==> src/rtl/fetch_pkg.sv <==
// Shared types for the instruction fetch front end.
// FSM state encoding, PC step and the FIFO entry layout.
package fetch_pkg;

  typedef enum logic [1:0] {
    IDLE,
    WAIT,
    DROP
  } state_t;

  localparam int PC_INC  = 4;
  localparam int PC_W    = 32;
  localparam int INSTR_W = 32;

  typedef struct packed {
    logic [PC_W-1:0]    pc;
    logic [INSTR_W-1:0] instr;
  } fetch_entry_t;

endpackage

==> src/rtl/fetch_fifo.sv <==
// Prefetch FIFO holding {pc, instr} entries for the fetch buffer.
// Flush has priority over push and pop; pointers wrap modulo DEPTH.
module fetch_fifo #(
  parameter int DEPTH = 4,
  parameter int W     = 64
) (
  input  logic                   clk,
  input  logic                   rst,
  input  logic                   push,
  input  logic                   pop,
  input  logic                   flush,
  input  logic [W-1:0]           din,
  output logic [W-1:0]           head,
  output logic [$clog2(DEPTH):0] count,
  output logic                   full,
  output logic                   empty
);

  localparam int AW = $clog2(DEPTH);
  localparam int CW = AW + 1;

  logic [W-1:0]  mem [DEPTH];
  logic [AW-1:0] rd;
  logic [AW-1:0] wr;
  logic          do_push;
  logic          do_pop;

  assign empty   = (count == '0);
  assign full    = (count == CW'(DEPTH));
  assign do_pop  = pop & ~empty & ~flush;
  assign do_push = push & (~full | do_pop) & ~flush;
  assign head    = mem[rd];

  // Pointer and occupancy bookkeeping.
  always_ff @(posedge clk or posedge rst) begin
    if (rst) begin
      rd    <= '0;
      wr    <= '0;
      count <= '0;
    end else if (flush) begin
      rd    <= '0;
      wr    <= '0;
      count <= '0;
    end else begin
      if (do_push) wr <= wr + AW'(1);
      if (do_pop)  rd <= rd + AW'(1);
      count <= count + CW'(do_push) - CW'(do_pop);
    end
  end

  // Entry storage; contents are only observed through a valid head.
  always_ff @(posedge clk) begin
    if (do_push) mem[wr] <= din;
  end

endmodule

==> src/rtl/fetch_buffer.sv <==
// Instruction fetch front end: sequential PC, req/ack memory port, prefetch FIFO.
// Optional FETCH_BUFFER_PERF_EN adds saturating stall_cnt and flush_cnt outputs.
module fetch_buffer
  import fetch_pkg::*;
#(
  parameter int                DEPTH    = 4,
  parameter int                ADDR_W   = 32,
  parameter int                DATA_W   = 32,
  parameter logic [ADDR_W-1:0] RESET_PC = '0
) (
  input  logic              clk,
  input  logic              rst,
  output logic              mem_req,
  output logic [ADDR_W-1:0] mem_addr,
  input  logic              mem_ack,
  input  logic [DATA_W-1:0] mem_rdata,
  output logic              inst_valid,
  output logic [DATA_W-1:0] inst_out,
  output logic [ADDR_W-1:0] inst_pc,
  input  logic              inst_ready,
  input  logic              redirect,
  input  logic [ADDR_W-1:0] redirect_pc
`ifdef FETCH_BUFFER_PERF_EN
  ,
  output logic [31:0]       stall_cnt,
  output logic [15:0]       flush_cnt
`endif
);

  localparam int CW = $clog2(DEPTH) + 1;
  localparam int EW = ADDR_W + DATA_W;

  state_t            state;
  state_t            state_n;
  logic [ADDR_W-1:0] fetch_pc;
  logic [ADDR_W-1:0] pc_n;
  logic [ADDR_W-1:0] addr_q;
  logic [ADDR_W-1:0] rpc;
  logic [EW-1:0]     head;
  logic [CW-1:0]     count;
  logic [CW-1:0]     post;
  logic              full;
  logic              empty;
  logic              push;
  logic              pop;

  assign rpc  = {redirect_pc[ADDR_W-1:2], 2'b00};
  assign push = (state == WAIT) & mem_ack & ~redirect;
  assign pop  = inst_valid & inst_ready;
  assign post = count + CW'(1) - CW'(pop);

  fetch_fifo #(
    .DEPTH (DEPTH),
    .W     (EW)
  ) u_fifo (
    .clk   (clk),
    .rst   (rst),
    .push  (push),
    .pop   (pop),
    .flush (redirect),
    .din   ({fetch_pc, mem_rdata}),
    .head  (head),
    .count (count),
    .full  (full),
    .empty (empty)
  );

  assign mem_req    = (state != IDLE);
  assign mem_addr   = addr_q;
  assign inst_valid = ~empty;
  assign inst_pc    = empty ? '0 : head[EW-1:DATA_W];
  assign inst_out   = empty ? '0 : head[DATA_W-1:0];

  // Next state and next fetch PC.
  always_comb begin
    state_n = state;
    pc_n    = fetch_pc;
    unique case (1'b1)
      state == IDLE: begin
        if (redirect)   pc_n    = rpc;
        else if (!full) state_n = WAIT;
      end
      state == WAIT: begin
        if (redirect) begin
          pc_n    = rpc;
          state_n = mem_ack ? IDLE : DROP;
        end else if (mem_ack) begin
          pc_n    = fetch_pc + ADDR_W'(PC_INC);
          state_n = (post < CW'(DEPTH)) ? WAIT : IDLE;
        end
      end
      state == DROP: begin
        if (redirect) pc_n    = rpc;
        if (mem_ack)  state_n = IDLE;
      end
      default: state_n = IDLE;
    endcase
  end

  // State, PC and request-address registers; address latched on issue.
  always_ff @(posedge clk or posedge rst) begin
    if (rst) begin
      state    <= IDLE;
      fetch_pc <= RESET_PC;
      addr_q   <= RESET_PC;
    end else begin
      state    <= state_n;
      fetch_pc <= pc_n;
      if (state_n == WAIT) addr_q <= pc_n;
    end
  end

`ifdef FETCH_BUFFER_PERF_EN
  // Saturating stall and redirect counters.
  always_ff @(posedge clk or posedge rst) begin
    if (rst) begin
      stall_cnt <= '0;
      flush_cnt <= '0;
    end else begin
      if (inst_ready & ~inst_valid & ~&stall_cnt)
        stall_cnt <= stall_cnt + 32'd1;
      if (redirect & ~&flush_cnt)
        flush_cnt <= flush_cnt + 16'd1;
    end
  end
`endif

endmodule

==> config.mk <==
export PLATFORM = sky130hd
export DESIGN_NAME = fetch_buffer
export DESIGN_NICKNAME = d
export VERILOG_FILES = /design/src/rtl/fetch_pkg.sv /design/src/rtl/fetch_fifo.sv /design/src/rtl/fetch_buffer.sv
export SDC_FILE = /design/constraint.sdc
export NUM_CORES = 1
export LEC_CHECK = 0
export CORE_MARGIN = 5
export CORE_UTILIZATION = 30
export CTS_CLUSTER_SIZE = 40
export DETAILED_ROUTE_END_ITERATION = 6
export HOLD_SLACK_MARGIN = 0.06
export PLACE_DENSITY_LB_ADDON = 0.25
export RECOVER_POWER = 50
export SYNTH_ARGS = -nofsm -noshare
export SYNTH_HDL_FRONTEND = slang
export SYNTH_SLANG_ARGS = --single-unit
==> constraint.sdc <==
create_clock -name clk -period 3.5 [get_ports clk]
set_input_delay 0.35 -clock clk [delete_from_list [all_inputs] [get_ports clk]]
set_output_delay 0.35 -clock clk [all_outputs]
set_load 0.02 [all_outputs]
==> flow_summary_export.csv <==
group,metric,value,unit
job,max_cap_violations,1,
floorplanning,core,45200,um2
clock_tree,cts_setup_buffers,0,
power,p_per_area,738,nW/um2
detailed_routing,routedWlPerCell,21.3,um
floorplanning,ioPinCount,167,
run_status,violations,"max-capacitance violations, max-slew violations",
timing,drv_slew,34,
synthesis,synth.yosys.seq_area_share,69.8,%
clock_tree,clk_path_buf_depth,3,
global_routing,grt_pass1_vias,8298,
power,finalPower,12800,uW
worst_setup_path,crit_arrival,2.76,ns
detailed_routing,first_iter_violations,633,
floorplanning,start_util,30.2,%
synthesis,synth_top_family_by_area,"multiplexers",
timing,fin_crit,3.11,ns
finish,area_delta_synth_final,27.6,%
clock_tree,clkLatencyLatePin,0.55,ns
synthesis,syn-num-nets,903,
synthesis,ys_warn_count,0,
power,ir_drop,375,uV
timing,setup_viol,0,
timing,setup-tns-final,0,ns
worst_setup_path,crit_path_max_fanout,66,
finish,fin_area,17400,um2
global_routing,grt_max_degree,67,
timing,tightest_slew,1.79,ns
finish,layout.nets,1089,
synthesis,synthSimpleGateAreaFrac,9.67,%
finish,fin_util,38.5,%
clock_tree,cts_sinks,329,
detailed_routing,vias,8030,
synthesis,synth_fa_ha_area_share,0.790,%
worst_setup_path,cp-start-kind,"flop",
synthesis,synth-main-ff-cell,"edfxtp_1",
worst_setup_path,crit_slowest_cell,"clkdlybuf4s50_1",
place,gp_congestion,0.818,
synthesis,synth_area_leader_cell,"edfxtp_1",
detailed_routing,drc,0,
finish,fin_cells,1639,
timing,max_freq,322,MHz
power,p_leak,0.00580,uW
timing,hold_viol_final,0,
synthesis,synth_seq_cells,329,
timing,slew_headroom,-19.2,%
finish,diodes,0,
finish,n_fill_cell,4184,
finish,most-common-layout-cells,"edfxtp_1, clkdlybuf4s50_1, and2_1, dfrtp_1, dlygate4sd3_1",
detailed_routing,first_pass_iters,5,
clock_tree,clk_pin_slew_worst_paths,0.06,ns
synthesis,synthXorXnorAreaFrac,0.257,%
place,place_inst,1573,
worst_setup_path,max_stage_delay,0.56,ns
finish,layout-drive-gt1-share,16.9,%
clock_tree,cts_resized,0,
detailed_routing,vias_per_cell,4.90,
worst_hold_path,hp-class,"primary input to flop",
detailed_routing,antenna_left,0,
clock_tree,cts_root_buf,"clkbuf_16",
worst_setup_path,worstPathRequired,3.15,ns
detailed_routing,drt_wl_total,34900,um
place,placed_area,16200,um2
timing,finClkSkew,0.0270,ns
clock_tree,ctsHoldBuffers,0,
global_routing,grt_usage,13.9,%
global_routing,grt_overflow_total,0,
worst_setup_path,crit_path_end_kind,"output pin",
clock_tree,cts_tree,"built",
clock_tree,cts-htree-levels,2,
worst_setup_path,path_cells,"or3_2, buf_4, and2_1, clkdlybuf4s50_1",
floorplanning,die_area,49800,um2
synthesis,synth_compound_area_share,5.28,%
synthesis,syn_avg_cell_area,16.5,um2
floorplanning,num_rows,78,
synthesis,yosys-mux-area-fraction,12.4,%
run_status,status,"finished, violations left",
synthesis,synth_edf_count,256,
worst_setup_path,worstSetupPathType,"flop to output pin",
synthesis,synthCells,826,
place,dpl.hpwl,22600,um
clock_tree,numCtsBuffers,37,
floorplanning,die_w,223,um
place,portBuffers,164,
global_routing,grt_pass1_wl,53000,um
global_routing,antenna_found_initial,1,
finish,mostFrequentLayoutCell,"edfxtp_1",
timing,finalCritPeriodShare,88.8,%
synthesis,ys_types,64,
timing,rsz0062_at_grt,"no",
synthesis,syn_area,13600,um2
synthesis,async_flop_share,22.2,%
synthesis,synth.area.top_cells,"edfxtp_1, dfrtp_1, mux4_2",
floorplanning,die_h,223,um
synthesis,synth_top_area_share,56.4,%
==> cells in the mapped netlist (2+ instances only) <==
| cell type | n |
|---|---|
| a211o_1 | 2 |
| a21boi_0 | 2 |
| a21oi_1 | 19 |
| a22o_1 | 2 |
| a311oi_1 | 5 |
| a31oi_1 | 7 |
| a41o_1 | 3 |
| and2_1 | 76 |
| and3_1 | 8 |
| and4_1 | 4 |
| buf_1 | 5 |
| buf_2 | 8 |
| clkbuf_1 | 32 |
| dfrtp_1 | 73 |
| edfxtp_1 | 256 |
| ha_1 | 7 |
| inv_1 | 13 |
| mux2_2 | 18 |
| mux2i_1 | 5 |
| mux4_2 | 64 |
| nand2_1 | 39 |
| nand2b_1 | 2 |
| nand3_1 | 13 |
| nand4_1 | 13 |
| nor2_1 | 40 |
| nor2b_1 | 2 |
| nor3_1 | 13 |
| nor4_1 | 6 |
| nor4_2 | 3 |
| nor4b_1 | 2 |
| o21a_1 | 4 |
| o21ai_0 | 13 |
| o22ai_1 | 11 |
| o31a_1 | 2 |
| o31ai_1 | 10 |
| o32ai_1 | 5 |
| o41ai_1 | 4 |
| or2_2 | 3 |
| or3_1 | 5 |
| xor2_1 | 3 |
==> worst max-delay path, delay by kind of cell, from the launching register on <==
kind,cells,cell delay [ns]
flip-flops,1,0.44
AND/OR/NAND/NOR,2,0.80
buffers and inverters,2,0.91
==> final cells by class <==
type | count | area [um2] | share of cell area, %
sequential | 329 | 9520 | 54.8
multi-input combinational | 437 | 3880 | 22.3
timing repair buffer | 193 | 1960 | 11.3
clock buffer | 48 | 1030 | 5.92
tap | 600 | 751 | 4.32
clock inverter | 18 | 190 | 1.09
inverter | 14 | 52.6 | 0.302
==> stage by stage <==
stage | worst slack (ns) | hold WS, ns
2_1_floorplan | 0.256 | 0.416
3_3_place_gp | 0.685 | 0.484
3_5_place_dp | 0.678 | 0.478
4_1_cts | 0.287 | 0.159
5_1_grt | 0.255 | 0.417
6_report | 0.393 | 0.408
==> routing by layer <==
layer  global-route usage [%]  up-vias  share of wire [%]
li1                         -     3631                  -
met1                     19.3     4089                 45
met2                     22.2      260                 48
met3                     2.64       50                5.4
met4                     4.39        0                2.2
met5                        0        -                  0
==> logic make-up after synthesis <==
| kind of cell | after synthesis |
|---|---|
| AO/OA/AOI/OAI | 102 |
| XOR/XNOR | 4 |
| adder cells (fa/ha/maj) | 8 |
| buffers and inverters | 60 |
| flip-flops | 329 |
| multiplexers | 87 |
| AND/OR/NAND/NOR | 236 |
==> report_power, final <==
group / switching (uW) / total [uW] / internal (uW)
Sequential: 358 / 4950 / 4590
Combinational: 2100 / 3990 / 1900
Clock: 1530 / 3900 / 2370
==> flip-flops by register name, indices dropped and copies added, names as in the netlist <==
| name | flops |
|---|---|
| mem_addr | 32 |
| u_fifo.count | 3 |
| fetch_pc | 32 |
| u_fifo.mem | 256 |
| state | 2 |
| u_fifo.wr | 2 |
| u_fifo.rd | 2 |
==> path summary, 6_finish.rpt <==
check	startpoint	end	slack [ns]	depth (start not counted)
min reg2reg	mem_addr[22]	mem_addr[22]	0.49	2
min in group asynchronous	rst	mem_addr[10]	0.47	2
max	u_fifo.count[2]	inst_pc[23]	0.39	4
min	redirect_pc[15]	fetch_pc[15]	0.41	2
max reg2reg	state[1]	u_fifo.mem[3][22]	0.58	5
max in group asynchronous	rst	fetch_pc[22]	0.83	3
Note: power is estimated with default switching activity, not from simulation.
